===== config.mk =====
export PLATFORM = sky130hd
export DESIGN_NAME = fifo_wr_ctrl
export DESIGN_NICKNAME = d
export VERILOG_FILES = /design/src/rtl/fifo_pkg.sv /design/src/rtl/fifo_wr_ctrl_gray_counter.sv /design/src/rtl/fifo_wr_ctrl.sv
export SDC_FILE = /design/constraint.sdc
export NUM_CORES = 1
export LEC_CHECK = 0
export ABC_AREA = 1
export CAP_MARGIN = 15
export CELL_PAD_IN_SITES_DETAIL_PLACEMENT = 0
export CELL_PAD_IN_SITES_GLOBAL_PLACEMENT = 1
export CORE_ASPECT_RATIO = 1.4
export CORE_MARGIN = 8
export CORE_UTILIZATION = 30
export CTS_BUF_LIST = sky130_fd_sc_hd__clkbuf_4 sky130_fd_sc_hd__clkbuf_8
export DETAILED_ROUTE_END_ITERATION = 10
export PLACE_DENSITY = 0.74
export SYNTH_ARGS = -nofsm -noshare
export SYNTH_HDL_FRONTEND = slang
export SYNTH_SLANG_ARGS = --single-unit
export TNS_END_PERCENT = 5

===== constraint.sdc =====
create_clock -name Clk -period 3.04 [get_ports Clk]
set_input_delay 0.912 -clock Clk [delete_from_list [all_inputs] [get_ports Clk]]
set_output_delay 0.912 -clock Clk [all_outputs]
set_load 0.05 [all_outputs]

===== src/rtl/fifo_pkg.sv =====
// Shared definitions for the Gray-pointer packet FIFO controllers.
//   state_t     : controller sequencing states
//   gray2bin    : Gray -> binary, zero-extended to PTR_MAX_W
//   bin2gray    : binary -> Gray, zero-extended to PTR_MAX_W
//   ptr_is_full : write/read Gray pointers differ by exactly one full lap
package fifo_pkg;

  // Widest pointer the helpers handle; callers zero-extend narrower pointers.
  localparam int unsigned PTR_MAX_W = 32;

  typedef enum logic [1:0] {
    ST_INIT  = 2'd0,
    ST_FLUSH = 2'd1,
    ST_WAIT0 = 2'd2,
    ST_RUN   = 2'd3
  } state_t;

  // Prefix-XOR from the MSB down; leading zeros of a zero-extended value stay zero.
  function automatic logic [PTR_MAX_W-1:0] gray2bin(input logic [PTR_MAX_W-1:0] i_gray);
    logic [PTR_MAX_W-1:0] w_bin;
    w_bin = i_gray;
    for (int s = 1; s < int'(PTR_MAX_W); s = s * 2) begin
      w_bin = w_bin ^ (w_bin >> s);
    end
    return w_bin;
  endfunction

  function automatic logic [PTR_MAX_W-1:0] bin2gray(input logic [PTR_MAX_W-1:0] i_bin);
    return i_bin ^ (i_bin >> 1);
  endfunction

  // A full lap in Gray code: top two bits of the pw-bit pointer inverted, rest equal.
  function automatic logic ptr_is_full(input logic [PTR_MAX_W-1:0] i_wr_gray,
                                       input logic [PTR_MAX_W-1:0] i_rd_gray,
                                       input int unsigned          i_pw);
    logic [PTR_MAX_W-1:0] w_flip;
    w_flip = PTR_MAX_W'(3) << (i_pw - 2);
    return i_wr_gray == (i_rd_gray ^ w_flip);
  endfunction

endpackage


===== src/rtl/fifo_wr_ctrl_gray_counter.sv =====
// GrayCounter: Gray-coded pointer with synchronous clear and count enable.
// No reset: contents are undefined until the first Clear_in.
//   Clk                  in  clock
//   Clear_in             in  synchronous clear to 0
//   Enable_in            in  advance by one
//   GrayCount_out        out current count (Gray)
//   GrayCountPlusOne_out out current count + 1 (Gray)
module GrayCounter
  import fifo_pkg::*;
#(
  parameter int unsigned COUNTER_WIDTH = 5
) (
  input  logic                     Clk,
  input  logic                     Clear_in,
  input  logic                     Enable_in,
  output logic [COUNTER_WIDTH-1:0] GrayCount_out,
  output logic [COUNTER_WIDTH-1:0] GrayCountPlusOne_out
);

  logic [COUNTER_WIDTH-1:0] r_gray;
  logic [COUNTER_WIDTH-1:0] r_gray_p1;
  logic [COUNTER_WIDTH-1:0] w_bin_p2;
  logic [COUNTER_WIDTH-1:0] w_gray_p2;

  // Look-ahead value; truncate before Gray encoding so the wrap is clean.
  always_comb begin
    w_bin_p2  = COUNTER_WIDTH'(gray2bin(PTR_MAX_W'(r_gray_p1)) + PTR_MAX_W'(1));
    w_gray_p2 = COUNTER_WIDTH'(bin2gray(PTR_MAX_W'(w_bin_p2)));
  end

  // Both count and count+1 are held in flops so neither output is a long adder path.
  always_ff @(posedge Clk) begin
    if (Clear_in) begin
      r_gray    <= '0;
      r_gray_p1 <= COUNTER_WIDTH'(1);
    end else if (Enable_in) begin
      r_gray    <= r_gray_p1;
      r_gray_p1 <= w_gray_p2;
    end
  end

  assign GrayCount_out        = r_gray;
  assign GrayCountPlusOne_out = r_gray_p1;

endmodule


===== src/rtl/fifo_wr_ctrl.sv =====
// fifo_wr_ctrl: write-side controller of the Gray-pointer packet FIFO.
// Sequences the write GrayCounter, drives the RAM write port, exports the Gray
// write pointer and derives Full/AlmostFull against the synchronised read pointer.
//   Clk            in  clock
//   Reset_in       in  asynchronous active-high reset
//   Flush_in       in  discard contents and restart pointers at 0
//   WrReq_in       in  write request
//   RdPtrGray_in   in  read pointer (Gray), already in Clk domain
//   WrEn_out       out RAM write strobe, same cycle as an accepted request
//   WrAddr_out     out RAM write address
//   WrPtrGray_out  out write pointer (Gray) towards read domain
//   Full_out       out registered full flag
//   AlmostFull_out out registered occupancy >= AFULL_LEVEL
//   Ready_out      out registered, controller running
//   Overflow_out   out sticky, a request was refused while running
module fifo_wr_ctrl
  import fifo_pkg::*;
#(
  parameter int unsigned ADDR_WIDTH  = 4,
  parameter int unsigned AFULL_LEVEL = 12
) (
  input  logic                  Clk,
  input  logic                  Reset_in,
  input  logic                  Flush_in,
  input  logic                  WrReq_in,
  input  logic [ADDR_WIDTH:0]   RdPtrGray_in,
  output logic                  WrEn_out,
  output logic [ADDR_WIDTH-1:0] WrAddr_out,
  output logic [ADDR_WIDTH:0]   WrPtrGray_out,
  output logic                  Full_out,
  output logic                  AlmostFull_out,
  output logic                  Ready_out,
  output logic                  Overflow_out
);

  localparam int unsigned PW = ADDR_WIDTH + 1;

  state_t        r_state;
  state_t        w_state_next;
  logic          w_cnt_clear;
  logic          w_run;
  logic          w_accept;
  logic          w_refused;
  logic          w_full_match;
  logic          w_afull_level;
  logic [PW-1:0] w_gray;
  logic [PW-1:0] w_gray_p1;
  logic [PW-1:0] w_next_ptr;
  logic [PW-1:0] w_cur_bin;
  logic [PW-1:0] w_occupancy;
  logic          r_full;
  logic          r_afull;
  logic          r_ready;
  logic          r_overflow;

  GrayCounter #(
    .COUNTER_WIDTH(PW)
  ) u_wr_cnt (
    .Clk                 (Clk),
    .Clear_in            (w_cnt_clear),
    .Enable_in           (w_accept),
    .GrayCount_out       (w_gray),
    .GrayCountPlusOne_out(w_gray_p1)
  );

  // Next-state and counter clear; INIT and FLUSH both spend one cycle clearing.
  always_comb begin
    w_state_next = r_state;
    w_cnt_clear  = 1'b0;
    case (r_state)
      ST_INIT, ST_FLUSH: begin
        w_cnt_clear  = 1'b1;
        w_state_next = ST_WAIT0;
      end
      ST_WAIT0: begin
        if (RdPtrGray_in == '0) w_state_next = ST_RUN;
      end
      ST_RUN: begin
        if (Flush_in) w_state_next = ST_FLUSH;
      end
      default: w_state_next = ST_INIT;
    endcase
  end

  // Write acceptance and flag inputs; flush beats a same-cycle request.
  always_comb begin
    w_run         = (r_state == ST_RUN);
    w_accept      = w_run & WrReq_in & ~r_full & ~Flush_in;
    w_refused     = w_run & WrReq_in &  r_full & ~Flush_in;
    w_next_ptr    = w_accept ? w_gray_p1 : w_gray;
    w_cur_bin     = PW'(gray2bin(PTR_MAX_W'(w_gray)));
    w_occupancy   = PW'(gray2bin(PTR_MAX_W'(w_next_ptr)) - gray2bin(PTR_MAX_W'(RdPtrGray_in)));
    w_full_match  = ptr_is_full(PTR_MAX_W'(w_next_ptr), PTR_MAX_W'(RdPtrGray_in), PW);
    w_afull_level = (PTR_MAX_W'(w_occupancy) >= AFULL_LEVEL);
  end

  // State and registered flags; not-running reads as full so nothing is written.
  always_ff @(posedge Clk or posedge Reset_in) begin
    if (Reset_in) begin
      r_state    <= ST_INIT;
      r_full     <= 1'b1;
      r_afull    <= 1'b1;
      r_ready    <= 1'b0;
      r_overflow <= 1'b0;
    end else begin
      r_state <= w_state_next;
      r_full  <= (w_state_next != ST_RUN) | w_full_match;
      r_afull <= (w_state_next != ST_RUN) | w_afull_level;
      r_ready <= (w_state_next == ST_RUN);
      if (w_state_next == ST_FLUSH) begin
        r_overflow <= 1'b0;
      end else if (w_refused) begin
        r_overflow <= 1'b1;
      end
    end
  end

  // Counter is unreset, so its value is masked until the controller runs.
  assign WrEn_out       = w_accept;
  assign WrAddr_out     = w_run ? w_cur_bin[ADDR_WIDTH-1:0] : '0;
  assign WrPtrGray_out  = w_run ? w_gray : '0;
  assign Full_out       = r_full;
  assign AlmostFull_out = r_afull;
  assign Ready_out      = r_ready;
  assign Overflow_out   = r_overflow;

endmodule

# Word level (Yosys, flattened, before mapping)
# Index checks and enable logic that the tools add are counted.
dict set report totals {
  word_cells 61
  inputBits 9
  register_bits 16
}
dict set report op_classes {
  muxes 9
  n_lt_le_gt_ge 1
  reduce_logical 4
  bitwise 31
  add_sub_neg 2
  eq_ne 7
}
# op count
set ops {}
lappend ops {{bitwise XOR 29 x 28 -> 29 bit} 1}
lappend ops {{bitwise XOR 5 x 4 -> 5 bit} 5}
lappend ops {{bitwise XOR 21 bit} 1}
lappend ops {{bitwise XOR 5 x 1 -> 5 bit (second input constant)} 4}
lappend ops {{bitwise XOR 5 x 3 -> 5 bit} 4}
lappend ops {{2-to-1 mux 5 bit} 2}
lappend ops {{bitwise XOR 5 x 1 -> 5 bit} 2}
lappend ops {{bitwise XOR 4 x 1 -> 4 bit (second input constant)} 2}
lappend ops {{== test 2 bit (second input constant)} 3}
lappend ops {{one-hot mux 2 bit (3 select lines)} 1}
lappend ops {{adder 5 x 1 -> 5 bit (second input constant)} 1}
lappend ops {{bitwise AND 1 bit} 5}
lappend ops {{== test 5 bit} 1}
lappend ops {{>= comparator 5 x 4 -> 1 bit (second input constant)} 1}
lappend ops {{zero test 5 bit} 1}
lappend ops {{subtractor 5 bit} 1}
lappend ops {{bitwise XOR 5 bit} 1}
lappend ops {{== test 2 x 1 -> 1 bit (second input constant)} 2}
lappend ops {{2-to-1 mux 2 bit} 2}
lappend ops {{2-to-1 mux 4 bit} 1}
lappend ops {{bitwise XOR 4 x 1 -> 4 bit} 1}
lappend ops {{2-to-1 mux 1 bit} 3}
lappend ops {{zero test 2 bit} 1}
lappend ops {{inequality test 2 bit (second input constant)} 1}
lappend ops {{other kinds (5)} 7}

# Depth between registers and ports, before layout
dict set report depth {
  word_depth 13
  mapped_depth 19
  mapped_depth_nobuf 18
}

# By module
# A second synthesis with hierarchy kept.
dict set report unflattened {
  cells_unflattened 236
  area_unflattened_um2 1596.5
}
# mod area_per_inst_um2 seq_area_each_um2 cells_each instances
set modules_own_cells {}
lappend modules_own_cells {fifo_wr_ctrl 1059.8 152.6 157 1}
lappend modules_own_cells {GrayCounter 536.8 200.2 79 1}

# Worst setup path before layout
# OpenSTA, ideal clock, no wires.
dict set report synth_path {
  kind {input to register}
  from {input Flush_in}
  to {register r_afull (netlist: AlmostFull_out)}
  arrival_time_ns 2.719
  cell_stages 16
  required_time_ns 2.956
  setup_ns 0.084
  setup_slack_ns 0.237
  path_cell_list {nor2_2 > buf_4 > nand3_1 > nand2_1 > nand2_2 > nand2_2 > nand2_1 > nand3_1 > nand2_1 > ha_1 > fa_1 > xnor2_1 > nand3b_1 > nand2_1 > inv_1 > nand3b_1}
}
dict set report synth_between {
  elab_chain_len 11
  elab_cells_between_ends 14
  cone_classes {1 x add/sub; 1 x order compare; 1 x eq/ne; 3 x mux; 8 x bitwise}
}
# element line
set synth_lines {}
lappend synth_lines {{start, declared} fifo_wr_ctrl.sv:24} ;# input logic Flush_in,
lappend synth_lines {{NOT 1 bit} fifo_wr_ctrl.sv:88} ;# w_accept = w_run & WrReq_in & ~r_full & ~Flush_in;
lappend synth_lines {{bitwise AND 1 bit} fifo_wr_ctrl.sv:88}
lappend synth_lines {{2-to-1 mux 5 bit} fifo_wr_ctrl.sv:90} ;# w_next_ptr = w_accept ? w_gray_p1 : w_gray;
lappend synth_lines {{bitwise XOR 5 x 4 -> 5 bit} fifo_pkg.sv:23} ;# w_bin = w_bin ^ (w_bin >> s);
lappend synth_lines {{bitwise XOR 5 x 3 -> 5 bit} fifo_pkg.sv:23}
lappend synth_lines {{bitwise XOR 5 x 1 -> 5 bit (3 in series)} fifo_pkg.sv:23}
lappend synth_lines {{subtractor 5 bit} fifo_wr_ctrl.sv:92} ;# w_occupancy = PW'(gray2bin(PTR_MAX_W'(w_next_ptr)) - gray2bin(PTR_MAX_W'(RdPtrGray_in)));
lappend synth_lines {{>= comparator 5 x 4 -> 1 bit} fifo_wr_ctrl.sv:94} ;# w_afull_level = (PTR_MAX_W'(w_occupancy) >= AFULL_LEVEL);
lappend synth_lines {{OR 1 bit (*)} fifo_wr_ctrl.sv:108} ;# r_afull <= (w_state_next != ST_RUN) | w_afull_level;
lappend synth_lines {{end signal, assigned} fifo_wr_ctrl.sv:108}
lappend synth_lines {{end, declared} fifo_wr_ctrl.sv:52} ;# logic r_afull;
# Mark *: on every way between the ends. The rest lies on a longest branch, timed or not.
# A chain may end at the register's enable or synchronous reset.

# Worst setup path after layout
dict set report layout_path {
  from {input RdPtrGray_in[3]}
  to {register r_afull (netlist: AlmostFull_out)}
}
dict set report layout_between {
  elab_chain_len 8
  elab_cells_between_ends 12
  cone_classes {1 x add/sub; 1 x order compare; 1 x eq/ne; 2 x mux; 6 x bitwise; 1 x reduce/logical}
}
# element line
set layout_lines {}
lappend layout_lines {{start, declared} fifo_wr_ctrl.sv:26} ;# input logic [ADDR_WIDTH:0] RdPtrGray_in,
lappend layout_lines {{bitwise XOR 5 x 4 -> 5 bit} fifo_pkg.sv:23}
lappend layout_lines {{bitwise XOR 5 x 3 -> 5 bit} fifo_pkg.sv:23}
lappend layout_lines {{bitwise XOR 5 x 1 -> 5 bit (3 in series)} fifo_pkg.sv:23}
lappend layout_lines {{subtractor 5 bit} fifo_wr_ctrl.sv:92}
lappend layout_lines {{>= comparator 5 x 4 -> 1 bit} fifo_wr_ctrl.sv:94}
lappend layout_lines {{OR 1 bit (*)} fifo_wr_ctrl.sv:108}
# Marks and branches as above.

==> results.tsv <==
stage	metric	value	unit
run_status	status	finished clean	
critical_path	critPathRequiredTime	3.23	ns
timing	rsz0062_at_grt	false	
routing	drtPass1Iterations	4	
synthesis	synth_area_leader_cell	nand2_1	
critical_path	timing.rr.end	u_wr_cnt.GrayCount_out[0]$_SDFF_PP0_	
timing	worst_pin_slew	0.503	ns
clock_network	clockBufferDepth	2	
power	total_power	2.92	mW
critical_path	path_cells	clkdlybuf4s50_1, inv_2, ha_4, xnor2_4, xor2_1, inv_1, ha_2, fa_2, xnor2_2, nand3b_1, nand2_1, inv_1, nand3b_1	
place	port_buffers	22	
clock_network	cts_tree	built	
timing	timing.slew.headroom	66.4	%
routing	ant_nets	0	
global_route	grt_overflow_total	0	
power	power_per_cell_area	1290	nW/µm²
layout	postLayoutCellArea	2270	µm²
power	vdd_drop_max	0.783	mV
routing	drc	0	
clock_network	clk_pin_slew	0.07	ns
timing	slew_viol_final	0	
timing	finalCriticalPeriod	2.90	ns
synthesis	postSynthCellCount	218	
critical_path	cp-end-kind	register	
clock_network	clockRootBuffer	clkbuf_8	
timing	fin_setup_tns	0	ns
floorplanning	ioPinCount	23	
clock_network	clock_sink_count	16	
routing	via_per_inst	4.50	
timing	fin_ws	0.140	ns
layout	final_cell_mix	nand2_1, buf_4, inv_1	
critical_path	reg2reg_depth	17	
min_path	worstHoldStart	u_wr_cnt.GrayCountPlusOne_out[0]$_SDFFE_PP1N_	
timing	clock-skew-final	0.00137	ns
floorplanning	die_x	74.4	µm
place	place_area	1990	µm²
clock_network	cts_buffers	3	
synthesis	synth_cell_types	28	
synthesis	synthTopCellsByArea	nand2_1, dfxtp_1, nand3_1	
global_route	grt_pass1_vias	1625	
timing	timing.fmax	345	MHz
place	dp_slack	-0.437	ns
layout	area_growth	58.3	%
power	clockPowerShare	6.6	%
global_route	grt_pass1_wl	7170	µm
critical_path	path_max_fanout	2	
floorplanning	die_h	97.8	µm
layout	fillers	505	
clock_network	cts_max_level	1	
global_route	grt_max_degree	12	
min_path	hold_depth	2	
routing	via_count	1594	
floorplanning	dieArea	7270	µm²
clock_network	worstSkewPairLatency	0.25	ns
power	seqPwrFrac	13.9	%
layout	n_antenna_cell	0	
power	p_leak	1.15	nW
power	combPwrFrac	79.5	%
timing	fin_crit_sh	95.4	%
synthesis	netlist_area	1430	µm²
global_route	antenna_found_initial	0	
critical_path	arrival	3.09	ns
critical_path	slowest_delay	0.51	ns
layout	final_common_cell	nand2_1	
power	p_sw_share	49.6	%
critical_path	r2r_slack	0.35	ns
critical_path	cp-start-kind	primary input	
floorplanning	row_count	30	
power	p_sw	1.45	mW
synthesis	synth_seq_cells	16	
global_route	track_usage	12.4	%
floorplanning	fp.coreArea	4730	µm²
layout	layout-drive-gt1-share	34.1	%
synthesis	syn-num-nets	235	
routing	wl_per_cell	11.8	µm
synthesis	synth_top_area_share	15.5	%
timing	hold_viol_final	0	
power	power.internal	1.47	mW
min_path	hold_path_class	register to register	
min_path	worstHoldEndpoint	u_wr_cnt.GrayCountPlusOne_out[0]$_SDFFE_PP1N_	
routing	drt_iter0_markers	66	
floorplanning	initial_core_util	30.3	%
critical_path	cp_slowest_cell	clkdlybuf4s50_1	
routing	wl	4180	µm
synthesis	synth.avg_cell_area	6.57	µm²
critical_path	crit_type	primary input to register	
layout	final_net_count	308	
place	routabilityCongestion	0.837	
synthesis	ys_seq_area_share	24.6	%
place	dp_hpwl	3340	µm
critical_path	rr_startpoint	r_state[1]$_DFF_PP0_	
synthesis	yosys_warnings	0	
timing	setup_viol	0	
flow_run	drv_cap	0	
layout	final_core_util	47.9	%
-- synthesized netlist by cell type --
master	number
nand2_1	59
inv_1	30
nand3_1	28
nor2_1	17
dfxtp_1	10
nand2_2	10
xor2_1	8
a21oi_1	7
ha_1	7
nand3_2	6
xnor2_1	5
dfrtp_1	4
nand3b_1	4
inv_2	3
o21ai_0	3
a211oi_1	2
buf_6	2
clkinv_1	2
dfstp_2	2
buf_2	1
buf_4	1
fa_1	1
nand2_4	1
nor2_2	1
nor2_4	1
o211ai_1	1
o21ai_1	1
o21bai_1	1
-- registers in the layout, indices dropped and copies added, names as in the netlist --
| signal | cells |
|---|---|
| AlmostFull_out | 1 |
| Full_out | 1 |
| Overflow_out | 1 |
| Ready_out | 1 |
| r_state | 2 |
| u_wr_cnt.GrayCountPlusOne_out | 5 |
| u_wr_cnt.GrayCount_out | 5 |
-- layout make-up --
type | instances | area, µm² | share of cell area (%)
Clock buffer | 4 | 55.1 | 2.43
Inverter | 35 | 131 | 5.79
Multi-Input combinational cell | 163 | 1020 | 45.1
Sequential cell | 16 | 353 | 15.6
Tap cell | 64 | 80.1 | 3.53
Timing Repair Buffer | 72 | 626 | 27.6
-- power groups by stage --
stage	logic, mW	clock network, mW	registers, mW
after CTS	2.25	0.194	0.407
after floorplan	1.36	0	0.460
after global placement	2.03	0	0.404
after detailed placement	2.05	0	0.406
final	2.32	0.191	0.405
after global routing	2.60	0.204	0.422
-- routing by layer --
layer  share of wire [%]  vias up  GRT usage (%)
li1                    -      831              -
met1                  40      731           12.6
met2                  55       24           23.4
met3                 2.1        8           1.23
met4                 3.3        0           5.91
met5                   0        -              0
-- cell families (layout without fill, tap and decap cells) --
| family | count (synthesis) | in the layout | share of synthesized area (%) |
|---|---|---|---|
| AO/OA/AOI/OAI | 15 | 15 | 5.94 |
| XOR/XNOR | 13 | 13 | 7.95 |
| adder cells (fa/ha/maj) | 8 | 8 | 7.51 |
| buffers and inverters | 39 | 111 | 11.6 |
| flip-flops | 16 | 16 | 24.6 |
| AND/OR/NAND/NOR | 127 | 127 | 42.4 |
-- worst max path at each step --
| stage | from | endpoint | slack [ns] | depth (start not counted) |
|---|---|---|---|---|
| after global placement | Flush_in | AlmostFull_out$_DFF_PP1_ | -0.41 | 16 |
| after CTS | Flush_in | AlmostFull_out$_DFF_PP1_ | 0.007 | 17 |
| after detailed placement | Flush_in | AlmostFull_out$_DFF_PP1_ | -0.44 | 16 |
| after global routing | RdPtrGray_in[3] | AlmostFull_out$_DFF_PP1_ | 0.004 | 13 |
| after floorplan | Flush_in | AlmostFull_out$_DFF_PP1_ | 0.24 | 16 |
| final | RdPtrGray_in[3] | AlmostFull_out$_DFF_PP1_ | 0.14 | 13 |
-- worst max-delay path, delay by kind of cell --
family / cells / cell delay [ns]
and+or+nand+nor: 3 / 0.22
buffers and inverters: 4 / 0.67
adders and majority gates: 3 / 0.85
xor gates and xnor gates: 3 / 0.44
-- metrics by stage --
step / hold slack [ns] / std cells
final: 0.532 / 354
after detailed placement: 0.504 / 337
after global placement: 0.492 / 337
after CTS: 0.541 / 354
after floorplan: 0.472 / 218
after global routing: 0.610 / 354
-- what timing repair did --
| action | in CTS | in global routing |
|---|---|---|
| setup endpoints to repair | 2 | 2 |
| pin swaps | 15 | 4 |
| buffers inserted | 13 | 0 |
| cloned | 0 | 0 |
| resized for setup | 19 | 10 |
| hold buffers | 0 | 0 |
(Power assumes the default switching activity.)
